--- src/rtl/lim_burst_sequencer.sv ---
// Drives one racetrack LiM datapath port through N strided words (store/load, optional LiM op), capturing and checking reads.
// Per word: 1 issue cycle, the datapath response time, 1 edge-detect cycle and GAP_CYCLES; the only backpressure is the r_valid edge, bounded by TIMEOUT_CYCLES.
module lim_burst_sequencer #(
    parameter int ADDR_WIDTH     = 8,
    parameter int DATA_WIDTH     = 32,
    parameter int BE_WIDTH       = DATA_WIDTH / 8,
    parameter int COUNT_WIDTH    = 8,
    parameter int GAP_CYCLES     = 1,
    parameter int TIMEOUT_CYCLES = 1024
) (
    input  logic                   clk_i,
    input  logic                   rstn_i,
    input  logic                   start_i,
    input  logic                   abort_i,
    input  logic [ADDR_WIDTH-1:0]  base_addr_i,
    input  logic [ADDR_WIDTH-1:0]  stride_i,
    input  logic [COUNT_WIDTH-1:0] count_i,
    input  logic                   write_en_i,
    input  logic [7:0]             opcode_i,
    input  logic [DATA_WIDTH-1:0]  mask_i,
    input  logic [BE_WIDTH-1:0]    be_i,
    input  logic [DATA_WIDTH-1:0]  data_init_i,
    input  logic [DATA_WIDTH-1:0]  data_step_i,
    input  logic                   check_en_i,
    input  logic [DATA_WIDTH-1:0]  exp_init_i,
    input  logic [DATA_WIDTH-1:0]  exp_step_i,
    output logic                   en_ab_o,
    output logic [ADDR_WIDTH-1:0]  addr_o,
    output logic [DATA_WIDTH-1:0]  wdata_o,
    output logic                   write_en_data_o,
    output logic [DATA_WIDTH-1:0]  mask_o,
    output logic [7:0]             lim_funct_o,
    output logic [BE_WIDTH-1:0]    be_b_o,
    input  logic [DATA_WIDTH-1:0]  r_data_i,
    input  logic                   r_valid_i,
    output logic                   busy_o,
    output logic                   done_o,
    output logic [DATA_WIDTH-1:0]  rdata_o,
    output logic                   rdata_valid_o,
    output logic [COUNT_WIDTH-1:0] index_o,
    output logic [COUNT_WIDTH-1:0] err_cnt_o,
    output logic                   timeout_o
);
    localparam int TW = $clog2(TIMEOUT_CYCLES) + 1;
    localparam int GW = $clog2(GAP_CYCLES) + 1;
    localparam logic [COUNT_WIDTH-1:0] CNT_ONE  = COUNT_WIDTH'(1);
    localparam logic [TW-1:0]          TMO_LAST = TW'(TIMEOUT_CYCLES - 1);
    localparam logic [GW-1:0]          GAP_LAST = GW'(GAP_CYCLES - 1);

    typedef enum logic [2:0] {S_IDLE, S_ISSUE, S_WAIT, S_GAP, S_DONE} state_t;

    state_t                 state_q, state_d;
    logic [COUNT_WIDTH-1:0] cnt_q;
    logic [ADDR_WIDTH-1:0]  stride_q;
    logic [DATA_WIDTH-1:0]  data_step_q;
    logic [DATA_WIDTH-1:0]  exp_q;
    logic [DATA_WIDTH-1:0]  exp_step_q;
    logic                   check_q;
    logic                   abort_q;
    logic                   r_valid_q;
    logic [TW-1:0]          tcnt_q;
    logic [GW-1:0]          gcnt_q;

    logic rv_edge, last_word, abort_hit, tmo_hit, gap_end, mismatch;

    assign rv_edge   = r_valid_i & ~r_valid_q;
    assign last_word = (index_o == cnt_q - CNT_ONE);
    assign abort_hit = abort_q | abort_i;
    assign tmo_hit   = (tcnt_q == TMO_LAST);
    assign gap_end   = (gcnt_q == GAP_LAST);
    assign mismatch  = check_q & ~write_en_data_o & (r_data_i != exp_q);

    always_ff @(posedge clk_i) begin
        if (!rstn_i) state_q <= S_IDLE;
        else         state_q <= state_d;
    end

    always_comb begin
        state_d = state_q;
        case (state_q)
            S_IDLE:  if (start_i) state_d = (count_i == '0) ? S_DONE : S_ISSUE;
            S_ISSUE: state_d = S_WAIT;
            S_WAIT: begin
                // A response arriving on the timeout cycle still counts as success.
                if (rv_edge)      state_d = (last_word || abort_hit) ? S_DONE : S_GAP;
                else if (tmo_hit) state_d = S_DONE;
            end
            S_GAP: begin
                if (abort_hit)    state_d = S_DONE;
                else if (gap_end) state_d = S_ISSUE;
            end
            S_DONE:  state_d = S_IDLE;
            default: state_d = S_IDLE;
        endcase
    end

    always_comb begin
        en_ab_o = 1'b0;
        busy_o  = 1'b0;
        done_o  = 1'b0;
        en_ab_o = (state_q == S_ISSUE);
        busy_o  = (state_q != S_IDLE);
        done_o  = (state_q == S_DONE);
    end

    always_ff @(posedge clk_i) begin
        if (!rstn_i) begin
            addr_o          <= '0;
            wdata_o         <= '0;
            write_en_data_o <= 1'b0;
            mask_o          <= '0;
            lim_funct_o     <= '0;
            be_b_o          <= '0;
            rdata_o         <= '0;
            rdata_valid_o   <= 1'b0;
            index_o         <= '0;
            err_cnt_o       <= '0;
            timeout_o       <= 1'b0;
            cnt_q           <= '0;
            stride_q        <= '0;
            data_step_q     <= '0;
            exp_q           <= '0;
            exp_step_q      <= '0;
            check_q         <= 1'b0;
            abort_q         <= 1'b0;
            r_valid_q       <= 1'b0;
            tcnt_q          <= '0;
            gcnt_q          <= '0;
        end else begin
            r_valid_q     <= r_valid_i;
            rdata_valid_o <= 1'b0;
            case (state_q)
                S_IDLE: begin
                    if (start_i) begin
                        addr_o          <= base_addr_i;
                        wdata_o         <= data_init_i;
                        write_en_data_o <= write_en_i;
                        mask_o          <= mask_i;
                        lim_funct_o     <= opcode_i;
                        be_b_o          <= be_i;
                        cnt_q           <= count_i;
                        stride_q        <= stride_i;
                        data_step_q     <= data_step_i;
                        exp_q           <= exp_init_i;
                        exp_step_q      <= exp_step_i;
                        check_q         <= check_en_i;
                        index_o         <= '0;
                        err_cnt_o       <= '0;
                        timeout_o       <= 1'b0;
                        abort_q         <= 1'b0;
                    end
                end
                S_ISSUE: begin
                    tcnt_q <= '0;
                    if (abort_i) abort_q <= 1'b1;
                end
                S_WAIT: begin
                    if (abort_i) abort_q <= 1'b1;
                    if (rv_edge) begin
                        rdata_o       <= r_data_i;
                        rdata_valid_o <= 1'b1;
                        gcnt_q        <= '0;
                        if (mismatch && err_cnt_o != '1) err_cnt_o <= err_cnt_o + CNT_ONE;
                    end else if (tmo_hit) begin
                        timeout_o <= 1'b1;
                    end else begin
                        tcnt_q <= tcnt_q + TW'(1);
                    end
                end
                S_GAP: begin
                    if (abort_i) abort_q <= 1'b1;
                    if (!abort_hit) begin
                        if (gap_end) begin
                            addr_o  <= addr_o + stride_q;
                            wdata_o <= wdata_o + data_step_q;
                            exp_q   <= exp_q + exp_step_q;
                            index_o <= index_o + CNT_ONE;
                        end else begin
                            gcnt_q <= gcnt_q + GW'(1);
                        end
                    end
                end
                S_DONE:  abort_q <= 1'b0;
                default: abort_q <= 1'b0;
            endcase
        end
    end
endmodule

--- config.mk ---
export PLATFORM = sky130hd
export DESIGN_NAME = lim_burst_sequencer
export DESIGN_NICKNAME = d
export VERILOG_FILES = /design/src/rtl/lim_burst_sequencer.sv
export SDC_FILE = /design/constraint.sdc
export NUM_CORES = 1
export LEC_CHECK = 0
export ABC_AREA = 1
export CORE_MARGIN = 10
export CORE_UTILIZATION = 30
export DETAILED_ROUTE_END_ITERATION = 16
export DONT_BUFFER_PORTS = 1
export GPL_TIMING_DRIVEN = 0
export RECOVER_POWER = 50
export SYNTH_ARGS = -nofsm -noshare
export SYNTH_HDL_FRONTEND = slang
export SYNTH_SLANG_ARGS = --single-unit
export TNS_END_PERCENT = 50
--- constraint.sdc ---
create_clock -name clk_i -period 3.1 [get_ports clk_i]
set_clock_uncertainty 0.2 [all_clocks]
set_input_delay 0.62 -clock clk_i [delete_from_list [all_inputs] [get_ports clk_i]]
set_output_delay 0.62 -clock clk_i [all_outputs]
set_load 0.01 [all_outputs]
==> metrics.md <==
| Metric | Value |
|---|---|
| Starting utilization of the core area | 30.3% |
| Unrepaired setup endpoints after global routing | no |
| Max Buffers Root-to-Sink | 3 |
| Global-route wire length before repair | 101,000 µm |
| Final standard cell count with taps included and fillers excluded | 3,299 |
| Net total in the final layout | 2,884 |
| Power density normalized to cell area | 802 nW/µm² |
| Post-synthesis to final-layout area growth | 15.4% |
| Clk Latency, worst-skew pair | 0.57 ns |
| Fmax | 0.331 GHz |
| Series of cell instances along the critical path | inv_2 -> nand2_1 -> nor2_4 -> nand2_4 -> clkbuf_1 -> o21ai_0 -> a21oi_1 |
| Largest net degree at the start of global routing | 13 |
| Highest-count cells in the layout ignoring fill and taps | sky130_fd_sc_hd__nand2_1 (682), sky130_fd_sc_hd__a21oi_1 (310), sky130_fd_sc_hd__inv_1 (267) |
| Final setup violation count | 0 |
| Ratio of cells with drive above 1 in the final layout | 3.70% |
| RR Endpoint | wdata_o[10] |
| Average detailed-routed wire length per instance | 21.2 µm |
| Mapped Avg Cell Area | 6.38 µm² |
| Unique masters post-synth | 40 |
| Worst path required time | 3.31 ns |
| Slew of the pin with the lowest slew margin | 1.17 ns |
| Number of global-route vias before repair | 15,600 |
| Number of top-level design ports | 373 |
| Highest net fanout along the worst path | 10 |
| Number of detailed-routing iterations run before antenna repair | 7 |
| Sequential-to-total area share from yosys stat | 33.3% |
| Worst hold slack | 0.0246 ns |
| Reg-to-reg critical path startpoint | state_q[0] |
| Count of vias placed by the detailed router | 16,600 |
| Row count | 84 |
| All-layer global routing usage | 21.3% |
| Count of flip-flops with a built-in enable after synthesis | 0 |
| Largest incremental delay on the critical path | 0.70 ns |
| Maxcap violations | 0 |
| HPWL reported at the end of detailed placement | 55,900 µm |
| Mapped Nets | 2,800 |
| Slew margin rel. | 22.1% |
| Post-synthesis cell area | 15,900 µm² |
| CORE AREA | 52,400 µm² |
| Count of cells along the worst register-to-register path | 7 |
| Routed vias/inst | 5.04 |
| Worst path slowest cell | sky130_fd_sc_hd__o21ai_0 |
| Critical hold path startpoint | mask_i[6] |
| Minimum period implied by the final worst setup slack | 3.02 ns |
| First-iteration detailed-routing DRC count | 1,290 |
| Number of warnings printed during yosys synthesis | 0 |
| Flip-flop and latch count after synthesis | 264 |
| Max Slew Vio Count | 0 |
| Input/output buffers | 0 |
| Clock tree from TritonCTS | built |
| Ys flop type | sky130_fd_sc_hd__dfxtp_1 |
| Post-synthesis async set-or-reset flop share | 0% |
| Kind of start point of the critical path | register |
| Cell count of the worst hold path | 2 |
| Number of instances in the placed design | 3,177 |
| Type of the setup path with the least slack | reg2reg |
| Hold Path End | mask_o[6] |
| Die Span X | 250 µm |
| Cells after synthesis | 2,489 |
| Most frequent standard cell in the layout excluding fill and tap cells | sky130_fd_sc_hd__nand2_1 |
| Count of antenna-violating nets left after detailed routing | 0 |
| DRC errors left | 0 |
| Total detailed-routing wirelength | 69,900 µm |
| Die Area | 62,500 µm² |
| Total of fill cells in the finished design | 5,795 |
| Outcome | finished clean |
| Fin. Hold Viols | 0 |
| Arrival time worst endpoint | 3.23 ns |
| Number of antenna violations at the first check in global routing | 23 |
| Clock-pin slew on the worst setup and hold paths | 0.06 ns |
| Slack of the worst reg-to-reg path | 0.08 ns |
| Crit end category | register |
| Chip Height | 250 µm |
| Clk sink count | 264 |
| Total congestion overflow | 0 |
| Classification of the worst-slack hold path | in2reg |
| Number of clock buffers inserted by TritonCTS | 34 |
| Clk root buf | sky130_fd_sc_hd__clkbuf_16 |
| Worst voltage drop across the vdd grid | 0.465 mV |
| GP Congestion | 0.947 |
| Final worst path period share | 97.4% |
| Static leakage power | 8.10 nW |
| CTS H-Tree Depth | 2 |
layout make-up:
cell class                      count  area, µm²  area share, %
Inverter                          272       1020           5.57
Tap cell                          688        861           4.70
Sequential cell                   264       5290           28.9
Antenna cell                       15       37.5          0.205
Clock inverter                     13        149          0.813
Buffer                            104        420           2.30
Clock buffer                       46        947           5.17
Multi-Input combinational cell   1849       9110           49.8
Timing Repair Buffer               48        480           2.62
per-stage QoR:
| stage | setup TNS, ns | area [µm²] | setup slack [ns] | total power [mW] | utilization [%] |
|---|---|---|---|---|---|
| 3_5_place_dp | -5.80 | 16700 | -0.681 | 10.7 | 31.9 |
| 5_1_grt | 0 | 18300 | 0.0344 | 15.7 | 34.9 |
| 3_3_place_gp | -6.41 | 16700 | -0.696 | 10.7 | 31.9 |
| 2_1_floorplan | 0 | 15900 | 0.960 | 8.67 | - |
| 6_report | 0 | 18300 | 0.0802 | 14.7 | 34.9 |
| 4_1_cts | 0 | 18300 | 0.0811 | 14.8 | 34.9 |
critical path: cells and delay by family, from the launching register on:
family                 cells  cell delay, ns
buffers and inverters      2            0.65
and+or+nand+nor            3            0.83
AOI/OAI and AO/OA          2            0.84
DFF                        1            0.33
cell families after synthesis:
family | share of synthesized area, %
xor+xnor | 3.31
simple gates | 33.0
buf+inv | 9.11
flops | 33.3
fa+ha+maj | 6.13
compound gates | 15.2
what timing repair did:
| action | CTS | global route |
|---|---|---|
| hold endpoints to repair | 48 | 0 |
| buffers inserted | 0 | 0 |
| resized for setup | 1 | 0 |
| endpoints found under the setup margin | 3 | 0 |
| hold buffers | 48 | 0 |
worst max path at each step:
| stage | from | end | slack, ns | cells past startpoint |
|---|---|---|---|---|
| after detailed placement | rstn_i | rdata_o[28] | -0.68 | 5 |
| final | state_q[0] | wdata_o[10] | 0.08 | 7 |
| after global placement | rstn_i | rdata_o[28] | -0.70 | 5 |
| after CTS | state_q[0] | wdata_o[10] | 0.08 | 7 |
| after floorplan | exp_q[0] | exp_q[16] | 0.96 | 15 |
| after global routing | state_q[2] | tcnt_q[5] | 0.03 | 9 |
flip-flops by register name (all words and copies together) (netlist names), 3 cells and up:
| register | flops |
|---|---|
| addr_o | 8 |
| be_b_o | 4 |
| cnt_q | 8 |
| data_step_q | 32 |
| err_cnt_o | 8 |
| exp_q | 32 |
| exp_step_q | 32 |
| index_o | 8 |
| lim_funct_o | 8 |
| mask_o | 32 |
| rdata_o | 32 |
| state_q | 3 |
| stride_q | 8 |
| tcnt_q | 11 |
| wdata_o | 32 |
per-layer routing:
layer  wire length, µm  GRT usage (%)  vias to the layer above
li1                  -              -                     8285
met1             28700           25.5                     7670
met2             32400           35.0                      555
met3              6610           7.05                      113
met4              2070           7.14                       20
met5               115              0                        -
power breakdown:
group,internal [mW],total [mW],switching [mW]
Combinational,1.76,5.65,3.90
Sequential,4.12,5.05,0.931
Clock,2.32,3.98,1.66
Total,8.20,14.7,6.49
cell usage after synthesis, drive strengths merged, types with 5 or more instances:
cell type | count | share of area, %
nand2 | 684 | 16
and2 | 5 | 0.20
o21bai | 10 | 0.47
o21ai | 129 | 4.1
buf | 35 | 1.0
inv | 271 | 6.4
nand3 | 256 | 8.1
clkbuf | 69 | 1.6
xnor2 | 30 | 1.7
nand4 | 17 | 0.67
ha | 73 | 5.8
a21oi | 310 | 9.8
xor2 | 30 | 1.7
nand3b | 8 | 0.38
or2 | 11 | 0.43
a211oi | 7 | 0.33
a31oi | 6 | 0.24
nor2 | 227 | 5.5
dfxtp | 264 | 33
nor3 | 29 | 1.0
(Power assumes the default switching activity.)
